**config.mk**
```make
export PLATFORM = sky130hd
export DESIGN_NAME = fetch_stage
export DESIGN_NICKNAME = d
export VERILOG_FILES = /design/src/rtl/fetch_stage.sv
export SDC_FILE = /design/constraint.sdc
export NUM_CORES = 1
export LEC_CHECK = 0
export ABC_CLOCK_PERIOD_IN_PS = 5000
export CELL_PAD_IN_SITES_DETAIL_PLACEMENT = 1
export CELL_PAD_IN_SITES_GLOBAL_PLACEMENT = 1
export CORE_MARGIN = 10
export CORE_UTILIZATION = 35
export CTS_CLUSTER_DIAMETER = 100
export DETAILED_ROUTE_END_ITERATION = 6
export PLACE_DENSITY = 0.75
export SLEW_MARGIN = 20
export SYNTH_ARGS = -nofsm -noshare
export SYNTH_HDL_FRONTEND = slang
export SYNTH_SLANG_ARGS = --single-unit
```
**constraint.sdc**
```tcl
create_clock -name clk -period 5 [get_ports clk]
set_input_delay 1 -clock clk [delete_from_list [all_inputs] [get_ports clk]]
set_output_delay 1 -clock clk [all_outputs]
set_load 0.01 [all_outputs]
```
**src/rtl/fetch_stage.sv**
```systemverilog
// rtl/fetch_stage.sv - instruction fetch sequencer between fetchbuffer and decode
//
// Purpose: generates the fetch PC, issues requests to the fetchbuffer, sizes each
// returned instruction (16-bit compressed vs 32-bit) and queues {pc, instr, comp}
// for decode. Handles redirects (branch/trap) and fence.i invalidation.
//
// Ports:
//   clk, rst          clock; synchronous active-high reset
//   redirect_valid    load redirect_addr/redirect_mode and flush
//   redirect_addr     new PC (bit 0 forced to 0)
//   redirect_mode     privilege mode of the new stream
//   fence_valid       fence.i: issue one fence request to the fetchbuffer
//   dec_ready         decode consumes the queue head
//   dec_valid/pc/instr/comp   queue head towards decode (zero when empty)
//   fetchbuffer_in    request bundle to fetchbuffer
//   fetchbuffer_out   same-cycle response from fetchbuffer

package fetch_pkg;

  localparam logic [1:0] M_MODE = 2'b11;

  typedef struct packed {
    logic        mem_valid;
    logic        mem_instr;
    logic        mem_spec;
    logic        mem_fence;
    logic [1:0]  mem_mode;
    logic [31:0] mem_addr;
    logic [31:0] mem_wdata;
    logic [3:0]  mem_wstrb;
  } mem_in_type;

  typedef struct packed {
    logic        mem_ready;
    logic [31:0] mem_rdata;
  } mem_out_type;

endpackage

module fetch_stage
  import fetch_pkg::*;
#(
  parameter logic [31:0] RESET_PC = 32'h0,
  parameter int          QDEPTH   = 2
) (
  input  logic        clk,
  input  logic        rst,
  input  logic        redirect_valid,
  input  logic [31:0] redirect_addr,
  input  logic [1:0]  redirect_mode,
  input  logic        fence_valid,
  input  logic        dec_ready,
  output logic        dec_valid,
  output logic [31:0] dec_pc,
  output logic [31:0] dec_instr,
  output logic        dec_comp,
  output mem_in_type  fetchbuffer_in,
  input  mem_out_type fetchbuffer_out
);

  localparam int AW = $clog2(QDEPTH);
  localparam int CW = AW + 1;

  typedef enum logic [1:0] {
    ST_SYNC  = 2'd0,
    ST_RUN   = 2'd1,
    ST_FENCE = 2'd2
  } state_t;

  state_t         state_q, state_d;
  logic [31:0]    pc_q, pc_d;
  logic [1:0]     mode_q, mode_d;
  logic [CW-1:0]  count_q, count_d;
  logic [AW-1:0]  rd_ptr_q, wr_ptr_q;

  logic [31:0]    q_pc_q    [QDEPTH];
  logic [31:0]    q_instr_q [QDEPTH];
  logic           q_comp_q  [QDEPTH];

  logic           full;
  logic           flush;
  logic           push;
  logic           pop;
  logic           comp;
  logic [31:0]    push_instr;

  always_comb begin
    full  = (count_q == CW'(QDEPTH));
    flush = redirect_valid | fence_valid;
    pop   = (count_q != '0) & dec_ready;

    comp       = (fetchbuffer_out.mem_rdata[1:0] != 2'b11);
    push_instr = comp ? {16'h0, fetchbuffer_out.mem_rdata[15:0]}
                      : fetchbuffer_out.mem_rdata;

    fetchbuffer_in           = '0;
    fetchbuffer_in.mem_instr = 1'b1;
    fetchbuffer_in.mem_mode  = mode_q;
    fetchbuffer_in.mem_addr  = pc_q;

    state_d = state_q;
    case (state_q)
      ST_SYNC: begin
        // Speculative request realigns the fetchbuffer's address/mode tracking.
        fetchbuffer_in.mem_valid = 1'b1;
        fetchbuffer_in.mem_spec  = 1'b1;
        state_d                  = ST_RUN;
      end
      ST_FENCE: begin
        fetchbuffer_in.mem_valid = 1'b1;
        fetchbuffer_in.mem_spec  = 1'b1;
        fetchbuffer_in.mem_fence = 1'b1;
        state_d                  = ST_RUN;
      end
      default: begin
        fetchbuffer_in.mem_valid = ~full;
      end
    endcase

    // The fence request's response is never an instruction, and the full
    // guard keeps a SYNC request from overrunning the queue.
    push = fetchbuffer_in.mem_valid & fetchbuffer_out.mem_ready &
           ~flush & ~full & (state_q != ST_FENCE);

    pc_d   = pc_q;
    mode_d = mode_q;
    if (push) begin
      pc_d = pc_q + (comp ? 32'd2 : 32'd4);
    end
    if (redirect_valid) begin
      pc_d    = redirect_addr & 32'hFFFF_FFFE;
      mode_d  = redirect_mode;
      state_d = ST_SYNC;
    end
    // Fence wins the state; the PC still comes from a same-cycle redirect.
    if (fence_valid) begin
      state_d = ST_FENCE;
    end

    if (flush) begin
      count_d = '0;
    end else begin
      count_d = count_q + CW'(push) - CW'(pop);
    end

    dec_valid = (count_q != '0);
    dec_pc    = dec_valid ? q_pc_q[rd_ptr_q]    : 32'h0;
    dec_instr = dec_valid ? q_instr_q[rd_ptr_q] : 32'h0;
    dec_comp  = dec_valid ? q_comp_q[rd_ptr_q]  : 1'b0;
  end

  always_ff @(posedge clk) begin
    if (rst) begin
      state_q  <= ST_SYNC;
      pc_q     <= RESET_PC;
      mode_q   <= M_MODE;
      count_q  <= '0;
      rd_ptr_q <= '0;
      wr_ptr_q <= '0;
      for (int i = 0; i < QDEPTH; i++) begin
        q_pc_q[i]    <= 32'h0;
        q_instr_q[i] <= 32'h0;
        q_comp_q[i]  <= 1'b0;
      end
    end else begin
      state_q <= state_d;
      pc_q    <= pc_d;
      mode_q  <= mode_d;
      count_q <= count_d;
      if (flush) begin
        rd_ptr_q <= '0;
        wr_ptr_q <= '0;
      end else begin
        if (push) begin
          q_pc_q[wr_ptr_q]    <= pc_q;
          q_instr_q[wr_ptr_q] <= push_instr;
          q_comp_q[wr_ptr_q]  <= comp;
          wr_ptr_q            <= wr_ptr_q + AW'(1);
        end
        if (pop) begin
          rd_ptr_q <= rd_ptr_q + AW'(1);
        end
      end
    end
  end

endmodule

```
### Word-level counts from Yosys, hierarchy flattened

Memories as Yosys holds them, arrays and structs flattened. A register that Yosys moved wholly into a read port is not among the register bits.
Index checks and enable logic that the tools add are counted.

| word-level totals | value |
|---|---|
| output and inout port bits | 140 |
| word-level logic and storage cells | 73 |
| memories | 3 |
| register bits after elaboration | 40 |
| input bits | 72 |
| memory bits (writable) | 130 |

| operators by class | value |
|---|---|
| muxes and demuxes | 34 |
| add/sub/neg operators | 5 |
| bitwise operators | 8 |
| reduce and logical (&&, ||, !) cells | 11 |
| equality and inequality tests | 4 |

Memories:

| name | depth | bits a word | rd ports | clocked after Yosys merged registers in | wr ports | RTL line | source |
|---|---|---|---|---|---|---|---|
| q_instr_q | 2 | 32 | 1 | 1 | 2 | 77 | `logic [31:0] q_instr_q [QDEPTH];` |
| q_pc_q | 2 | 32 | 1 | 1 | 2 | 76 | `logic [31:0] q_pc_q [QDEPTH];` |
| q_comp_q | 2 | 1 | 1 | 1 | 2 | 78 | `logic q_comp_q [QDEPTH];` |

Operator list:

| operator | number |
|---|---|
| two-way mux 32 bit | 7 |
| OR reduction 32 bit | 2 |
| adder 32 x 3 -> 32 bit | 1 |
| two-way mux 1 bit | 23 |
| two-way mux 2 bit | 3 |
| OR reduction 2 bit | 3 |
| bitwise AND 1 bit | 5 |
| == test 2 bit (second input constant) | 2 |
| != test 2 bit (second input constant) | 2 |
| nonzero test 2 bit | 2 |
| two-way mux 3 bit | 1 |
| nonzero test 3 bit | 1 |
| OR reduction 3 bit | 1 |
| adder 1 bit (second input constant) | 2 |
| adder 2 x 1 -> 2 bit | 1 |
| zero test 2 bit | 1 |
| inverter 1 bit | 2 |
| subtractor 2 x 1 -> 2 bit | 1 |
| OR 1 bit | 1 |
| OR reduction 1 bit | 1 |

### Depth between registers and ports, before layout

| depth | value |
|---|---|
| word-level depth | 13 |
| depth in mapped cells | 9 |
| gate-level depth less buffers | 9 |

### Worst setup path after synthesis

Ideal clock, no wire load.

| timing | value |
|---|---|
| path type | in2reg |
| from | input port redirect_valid |
| to | memory q_comp_q[0], enable pin |
| arrival | 4.875 ns |
| slack | -0.374 ns |
| library setup time | 0.499 ns |
| data required time | 4.501 ns |
| path buffers | 1 |
| cell stages on the path | 4 |
| cells stage by stage | buf_2 > nor4_1 > inv_1 > o21bai_1 |

RTL lines:

| element | RTL line | source |
|---|---|---|
| start: declaration | 48 | `input logic redirect_valid,` |
| end: declaration | 78 |  |

### Worst setup path after layout

| timing | value |
|---|---|
| from | input port fetchbuffer_out[0] (netlist name) |
| to | register pc_q[27] |

| between the ends | value |
|---|---|
| longest elaborated chain between the ends | 5 |

Ends and longest elaborated chain:

| element | RTL line | source |
|---|---|---|
| start: declaration | 58 | `input mem_out_type fetchbuffer_out` |
| != test 2 bit | 92 | `comp = (fetchbuffer_out.mem_rdata[1:0] != 2'b11);` |
| via comp | 84 | `logic comp;` |
| two-way mux 3 bit | 128 | `pc_d = pc_q + (comp ? 32'd2 : 32'd4);` |
| adder 32 x 3 -> 32 bit | 128 |  |
| two-way mux 32 bit | 127 | `if (push) begin` |
| two-way mux 32 bit | 130 | `if (redirect_valid) begin` |
| end signal: assignment | 167 | `pc_q <= pc_d;` |
| end: declaration | 71 | `logic [31:0] pc_q, pc_d;` |

The timed path passes the listed nets, and every way through them passes these cells. The select of a mux whose other input is x is not followed.
A chain may end at the register's enable or synchronous reset.

==> summary.txt <==
Met1 WL: 10900 um
Number of synthesized flops with an enable pin: 128
Die Ht: 174 um
Worst-Skew Late Latency: 0.42 ns
TritonRoute pass-1 iters: 5
Final setup TNS: 0 ns
Total chip power: 3180 uW
Clk sink count: 168
Worst path required time: 5.35 ns
Worst VDD drop: 0.162 mV
TritonCTS Buffers: 17
Final HPWL DP: 16600 um
Met3 wire len: 1290 um
Routed WL: 23900 um
IO Pins: 212
Hold Path Class: reg2reg
Vias per cell: 4.91
Vias: 6086
Power per Cell Area: 294 nW/um^2
Synth area leaders: edfxtp_1 46%, dfxtp_1 9.6%, mux2i_1 7.8%, nor2_1 6.1%, and3_1 4.1%
Vias in the first global route: 6536
Leakage: 0.00391 uW
Top Metal Used: met4
CTS tree: done
Share of layout cells above drive strength 1: 6.73%
Remaining global-route overflow: 0
Synth top area share: 46.2%
Slew Viols, Final: 0
Final Setup Violations: 0
Arrival @ worst endpoint: 3.88 ns
Rows: 56
Root buffer cell: clkbuf_16
RSZ-0062 raised after global routing: no
Remaining DRCs: 0
Pin count of the biggest net entering global routing: 53
Yosys reg bits: 168
Placer congestion estimate: 0.783
Routed Antenna Nets: 0
Max cap viols: 0
Seq/Total Area, Yosys: 55.8%
Final setup skew: 0.0169 ns
Synth cell types: 56
Hold-fix buffers at CTS: 0
Leading area contributor after synthesis: edfxtp_1
Syn avg cell area: 11.0 um^2
Area of the core: 23400 um^2
Max clock buf depth: 2
Worst-margin pin slew: 1.02 ns
Yosys warnings: 0
Worst Setup End Kind: flop
Rel. slew slack: 31.7%
WS Path Type: in2reg
Setup Fix Bufs, Post-CTS: 0
Die footprint: 30300 um^2
Cts repair resizes: 0
Outcome: complete, no violations
Main synth FF type: edfxtp_1
First-pass GRT wire length: 37500 um
Area grow syn2layout: 29.9%
H-tree depth: 4
WL per Instance: 19.3 um
Reg clk slew, reported paths: 0.07 ns
GRT Util Overall: 15.5%
Fin crit period: 3.53 ns
Synthesized area: 8320 um^2
Initial Util: 35.5%
CP Launch Type: input pin
Max Freq: 0.283 GHz
Mapped Cells: 753
Wire length on met2: 11500 um
Buffers on Ports: 171
Post-synth ARST share: 0%
Final Hold Viols: 0
CP max FO: 6
DP Area: 10200 um^2
Width of the die: 174 um
Nets: 985
Final period util: 70.6%
Initial antenna violation count: 0
Design Area, Final: 10800 um^2
Initial DRC Count: 401
Number of diodes: 0
[critical path, cell delays in order]
cell	delay, ns
clkdlybuf4s50_1	0.44
nand2_1	0.26
ha_1	0.24
inv_1	0.06
fa_1	0.44
nand4b_1	0.35
nor4_4	0.53
nand4_1	0.18
xor2_1	0.17
a211oi_1	0.22
[layer usage]
metal	track usage (%)	vias up
met5	0	-
met4	3.92	0
met3	4.10	17
met2	25.5	176
met1	19.7	3001
li1	-	2892
[cell usage in the layout, fill, tap and decap left out, types with 20 or more instances in the layout]
cell,instances
mux2i_1,65
edfxtp_1,128
clkbuf_16,20
conb_1,39
xor2_1,21
and2_1,51
nand2_1,30
dfxtp_1,38
clkdlybuf4s50_1,171
nor2_1,134
and3_1,54
[cell families after synthesis]
kind of cell / synth area share [%]
simple gates: 21.3
fa+ha+maj: 0.843
mux: 7.96
compound gates: 4.18
flops: 55.8
other cells: 0.0903
buf+inv: 6.95
xor+xnor: 2.84
[report_power, final]
part | internal [uW] | total, uW | switching (uW) | leakage (uW)
Combinational | 132 | 274 | 142 | 0.00196
Clock | 739 | 1290 | 548 | 0.000282
Sequential | 1560 | 1620 | 55.7 | 0.00167
[cell type report]
class                           count  area, um^2
Sequential cell                   168        4650
Multi-Input combinational cell    524        3260
Tap cell                          319         399
Timing Repair Buffer              186        1870
Fill cell                        2544       12600
Clock buffer                       23         522
Clock inverter                      9        63.8
Inverter                           11        41.3
[synth_stat cells (5+ instances only)]
cell type / n
nor2_1: 135
edfxtp_1: 128
mux2i_1: 65
and3_1: 54
and2_1: 51
buf_4: 40
dfxtp_1: 40
nand2_1: 30
clkbuf_1: 22
xor2_1: 21
a211oi_1: 19
nand4_1: 19
nand3_1: 13
buf_2: 12
inv_1: 9
a21oi_1: 8
buf_1: 7
buf_6: 6
xnor2_1: 6
or3_1: 5
[metrics by stage]
stage | hold slack, ns | std cells | setup WS [ns] | utilization, %
2_1_floorplan | 0.462 | 790 | 0.975 | -
3_3_place_gp | 0.486 | 1207 | 1.09 | 43.5
3_5_place_dp | 0.500 | 1208 | 1.04 | 43.7
4_1_cts | 0.518 | 1240 | 1.45 | 46.2
5_1_grt | 0.565 | 1240 | 1.24 | 46.2
6_report | 0.510 | 1240 | 1.47 | 46.2
[final timing paths]
path,startpoint,end,slack [ns],depth (start not counted)
worst max-delay path,fetchbuffer_out[0],pc_q[27]$_SDFFE_PP0P_,1.47,10
worst min-delay path,state_q[1]$_SDFFE_PP0P_,state_q[1]$_SDFFE_PP0P_,0.51,2
worst max register to register,pc_q[1]$_SDFFE_PP0P_,pc_q[27]$_SDFFE_PP0P_,2.31,8
worst min register to register,state_q[1]$_SDFFE_PP0P_,state_q[1]$_SDFFE_PP0P_,0.51,2
[state kept, by name (all words and copies together) (netlist names), named ones only]
register	flops
state_q	2
wr_ptr_q	1
q_instr_q	64
q_comp_q	2
count_q	2
pc_q	31
q_pc_q	62
mode_q	2
rd_ptr_q	1
No activity file was read; power rests on OpenSTA's default activity.
